$ cat config.mk
export PLATFORM = sky130hd
export DESIGN_NAME = hamming_enc_arbiter
export DESIGN_NICKNAME = d
export VERILOG_FILES = /design/src/rtl/hamming_enc_arbiter.sv
export SDC_FILE = /design/constraint.sdc
export NUM_CORES = 1
export LEC_CHECK = 0
export BUFFER_PORTS_ARGS = -buffer_cell sky130_fd_sc_hd__buf_4
export CAP_MARGIN = 5
export CORE_ASPECT_RATIO = 0.8
export CORE_MARGIN = 2
export CORE_UTILIZATION = 45
export DETAILED_ROUTE_END_ITERATION = 8
export HOLD_SLACK_MARGIN = 0.1
export PLACE_DENSITY = 0.75
export RECOVER_POWER = 100
export SYNTH_ARGS = -nofsm -noshare
export SYNTH_HDL_FRONTEND = slang
export SYNTH_SLANG_ARGS = --single-unit
$ cat constraint.sdc
create_clock -name clk -period 1.5 [get_ports clk]
set_input_delay 0.3 -clock clk [delete_from_list [all_inputs] [get_ports clk]]
set_output_delay 0.3 -clock clk [all_outputs]
set_load 0.005 [all_outputs]
$ cat src/rtl/hamming_enc_arbiter.sv
// rtl/hamming_enc_arbiter.sv - two-requester round-robin byte arbiter feeding an extended Hamming (8,4) encoder
//
// Accepts bytes from two valid/ready requesters, grants them round-robin and
// emits each byte as two extended Hamming (8,4) codewords on a valid/ready
// output stream.
//
// Parameters:
//   LOW_FIRST   1: low nibble encoded first, 0: high nibble first
// Ports:
//   clk         clock, rising edge
//   rst_n       asynchronous active-low reset
//   req0_valid  requester 0 offers req0_data
//   req0_data   byte from requester 0
//   req0_ready  requester 0 byte accepted this cycle when valid
//   req1_valid  requester 1 offers req1_data
//   req1_data   byte from requester 1
//   req1_ready  requester 1 byte accepted this cycle when valid
//   cw_valid    cw_data holds a codeword
//   cw_data     extended Hamming (8,4) codeword {p4,d4,d3,d2,p3,d1,p2,p1}
//   cw_src      requester that supplied the byte
//   cw_last     second codeword of the byte
//   cw_ready    sink accepts the codeword
//   busy        a byte is being emitted
//   cw_count    accepted codewords, wraps at 16 bits

module hamming_enc_arbiter #(
    parameter bit LOW_FIRST = 1'b1
) (
    input  logic        clk,
    input  logic        rst_n,
    input  logic        req0_valid,
    input  logic [7:0]  req0_data,
    output logic        req0_ready,
    input  logic        req1_valid,
    input  logic [7:0]  req1_data,
    output logic        req1_ready,
    output logic        cw_valid,
    output logic [7:0]  cw_data,
    output logic        cw_src,
    output logic        cw_last,
    input  logic        cw_ready,
    output logic        busy,
    output logic [15:0] cw_count
);

    localparam logic [1:0] IDLE   = 2'd0;
    localparam logic [1:0] SEND_A = 2'd1;
    localparam logic [1:0] SEND_B = 2'd2;

    logic [1:0] state;
    logic [7:0] hold_data;
    logic       hold_src;
    logic       favour;      // requester that wins when both are valid
    logic       slot_open;
    logic       grant;
    logic       accept;
    logic [3:0] first_nib;
    logic [3:0] second_nib;

    function automatic logic [7:0] hamming_enc(input logic [3:0] d);
        logic p1, p2, p3, p4;
        p1 = d[0] ^ d[1] ^ d[3];
        p2 = d[0] ^ d[2] ^ d[3];
        p3 = d[1] ^ d[2] ^ d[3];
        p4 = ^{d, p1, p2, p3};
        return {p4, d[3], d[2], d[1], p3, d[0], p2, p1};
    endfunction

    // A new byte can be taken when idle, or while the last codeword of the
    // current byte is leaving; rst_n gates it so readies are low in reset.
    assign slot_open = rst_n && ((state == IDLE) || ((state == SEND_B) && cw_ready));
    assign grant     = (req0_valid && req1_valid) ? favour : req1_valid;

    assign req0_ready = slot_open && req0_valid && !grant;
    assign req1_ready = slot_open && req1_valid && grant;
    assign accept     = req0_ready || req1_ready;

    assign first_nib  = LOW_FIRST ? hold_data[3:0] : hold_data[7:4];
    assign second_nib = LOW_FIRST ? hold_data[7:4] : hold_data[3:0];

    assign busy     = (state != IDLE);
    assign cw_valid = (state == SEND_A) || (state == SEND_B);
    assign cw_last  = (state == SEND_B);
    assign cw_src   = cw_valid && hold_src;

    always_comb begin
        cw_data = 8'h00;
        if (state == SEND_A) begin
            cw_data = hamming_enc(first_nib);
        end else if (state == SEND_B) begin
            cw_data = hamming_enc(second_nib);
        end
    end

    always_ff @(posedge clk or negedge rst_n) begin
        if (!rst_n) begin
            state <= IDLE;
        end else begin
            case (state)
                IDLE:    if (accept) state <= SEND_A;
                SEND_A:  if (cw_ready) state <= SEND_B;
                SEND_B:  if (cw_ready) state <= accept ? SEND_A : IDLE;
                default: state <= IDLE;
            endcase
        end
    end

    // accept is only ever high in IDLE or in SEND_B with cw_ready, so the
    // holding registers never change under a stalled codeword.
    always_ff @(posedge clk or negedge rst_n) begin
        if (!rst_n) begin
            hold_data <= 8'h00;
            hold_src  <= 1'b0;
            favour    <= 1'b0;
        end else if (accept) begin
            hold_data <= grant ? req1_data : req0_data;
            hold_src  <= grant;
            favour    <= !grant;
        end
    end

    always_ff @(posedge clk or negedge rst_n) begin
        if (!rst_n) begin
            cw_count <= 16'h0000;
        end else if (cw_valid && cw_ready) begin
            cw_count <= cw_count + 16'd1;
        end
    end

endmodule

==> metrics <==
Setup crit end req0_ready; highest clock rate 0.518 GHz; Reg clk slew, reported paths 90 ps; Final Core Density 76.9%; WL/cell 17.9 um; Reg2Reg Depth 8; worst setup margin -431 ps; R2R Path Start state[1]$_DFFE_PN0P_; CP Max Fanout 4; Synth Warn # 0; global routing usage on met3 4.85%; Critical Path Start Type register; status complete, but fails checks; met1 Use GR 28.4%; commonest non-fill, non-tap cell in the layout buf_4; CTS tree yes; first-pass GRT wire length 6820 um; 1st-iter DRT viols 184; Seq pwr share 24.6%; NetSw 1.90 mW; RePlAce Congestion 0.881; Yosys cell types 35; share of the yosys chip area belonging to registers 44.7%; 1st-pass router iterations 4; reg2reg setup slack -220 ps; Logic pwr share 63.5%; IO buf count 50; detailed-route wire length 4980 um; setup violation total in the final timing report 28; I/O pin count 51; part of the cycle the worst path needs 129%; min-delay worst type in2reg; global-route usage over all layers 22.1%; fillers 205; Slew HR 56.3%; number of synthesized register bits 28; Leak 1.24 nW; H-tree Lvls 1; Pwr Density 1920 nW/um2; crit path from state[1]$_DFFE_PN0P_; # DRC 0; Cell Area, Synth 1570 um2; Die X 70.0 um; Slew Limit Fails 0; clock buffer depth 2; Final min period 1930 ps; Clk Latency, worst-skew pair 280 ps; via count 1508; Core Rows 19; Post-Syn Nets 176; worst clock skew 4.54 ps; most frequent cells in the layout buf_4 (66), dfrtp_1 (27), xnor2_1 (22); cts bufs inserted 3; Syn Inst Count 150; largest net degree at the start of global routing 23; RSZ-0062 raised after global routing true; worst slew pin tran 648 ps; initial core utilization 46.4%; post-synth top area share 44.7%; synth top area cells dfrtp_1 (45%), xnor2_1 (13%), a22o_1 (4.5%); Critical Path AT 1630 ps; dpl hpwl 3030 um; Total Nets Final 264; GRT overflow 0; Synth area leader dfrtp_1; mean post-synth cell area 10.4 um2; final hold viol count 0; failing checks negative setup slack; Sw Ratio 38.2%; crit end category output pin; Int Pwr 3.08 mW; WP data required 1200 ps; CTS root buffer clkbuf_8; vias in the first global route 1456; Max-Cap Viols 0; Async S/R FF share, synth 100%; Final ANT Viol Nets 0; die area 3970 um2; Setup CP Type reg2out; core region area 3380 um2; CTS sink count 28; Area Growth Syn to Fin 65.7%; DIE HEIGHT 56.8 um; grt peak-use layer met2; antenna diode count 0; main flop type after synthesis dfrtp_1; r2r endpoint cw_count[14]$_DFFE_PN0P_; layout cells sized above 1 53.6%; maximum VDD drop 0.00111 V; number of flops mapped to enable cells by yosys 0; clock share of power 11.9%; total power 4.97 mW; GR Util met2 36.7%; antenna violations before repair 0; DR vias/cell 5.41
-- metrics by stage --
stage | TNS, ps | hold slack [ps] | cell area [um2] | worst slack [ps] | cells
after floorplan | -157 | 4.41 | 1580 | -47.6 | 150
after global placement | -1570 | 126 | 2170 | -155 | 261
after detailed placement | -3110 | 128 | 2170 | -233 | 261
after CTS | -4960 | 239 | 2420 | -400 | 275
after global routing | -6030 | 234 | 2590 | -456 | 279
final | -5440 | 247 | 2590 | -431 | 279
-- how the worst min path moves through the flow --
stage | from | to | cells after the start
6_report | req1_valid | favour$_DFFE_PN0P_ | 2
5_1_grt | req1_valid | favour$_DFFE_PN0P_ | 2
4_1_cts | req1_valid | favour$_DFFE_PN0P_ | 2
3_5_place_dp | rst_n | cw_count[0]$_DFFE_PN0P_ | 1
3_3_place_gp | rst_n | cw_count[0]$_DFFE_PN0P_ | 1
2_1_floorplan | rst_n | cw_count[0]$_DFFE_PN0P_ | 0
-- state kept, by name (all words and copies together) (netlist names) --
name,count
favour,1
state,2
hold_src,1
cw_count,16
hold_data,8
-- Yosys cell counts, types with 2 or more instances --
library cell	n
nor2_1	16
ha_1	5
xor2_1	4
mux2i_1	7
and3_1	2
o21ai_0	3
inv_1	5
a21oi_1	10
xnor2_1	23
nand2_1	10
clkbuf_1	2
nand3_1	5
a22o_1	8
nand4_1	2
dfrtp_1	28
-- logic make-up (layout without fill, tap and decap cells) --
family / after synthesis / in the layout / share of synthesized area, %
AO/OA/AOI/OAI: 27 / 27 / 12.1
buffers and inverters: 9 / 96 / 2.64
multiplexers: 8 / 8 / 5.19
XOR/XNOR: 27 / 27 / 15.1
adder cells (fa/ha/maj): 5 / 5 / 3.99
flip-flops: 28 / 28 / 44.7
AND/OR/NAND/NOR: 46 / 46 / 16.2
-- layer usage --
layer	up-vias	part of all wire [%]
met1	730	41
met4	0	2.6
met3	15	5.9
li1	688	-
met5	-	0
met2	75	50
-- layout make-up --
| cell class | count | area (um2) | share of cell area (%) |
|---|---|---|---|
| multi-input cells | 113 | 1020 | 39.2 |
| well taps | 42 | 52.6 | 2.03 |
| repair buffers | 86 | 727 | 28.0 |
| clock buffers | 3 | 41.3 | 1.59 |
| flip-flops and latches | 28 | 702 | 27.0 |
| inverters | 6 | 25.0 | 0.964 |
| clock inverters | 1 | 30.0 | 1.16 |
-- power by group through the flow --
stage	registers, mW	logic [mW]	clock network (mW)
global route	1.25	3.32	0.640
floorplan	1.21	1.25	0
finish	1.23	3.16	0.590
global placement	1.17	2.28	0
CTS	1.20	2.71	0.599
detailed placement	1.20	2.35	0
-- repair_timing --
action | in CTS | in global routing
endpoints found under the setup margin | 28 | 37
pin swaps | 8 | 23
cloned | 1 | 0
gates resized for setup | 24 | 38
buffers inserted | 7 | 6
hold buffers | 2 | 0
hold endpoints to repair | 6 | 0
-- worst max-delay path: stages (launching register included) --
cell and delay, ps:
dfrtp_2 480, ha_4 200, a21oi_4 140, and2b_2 260, and3_4 160, buf_6 110
Note: power is estimated with default switching activity, not from simulation.
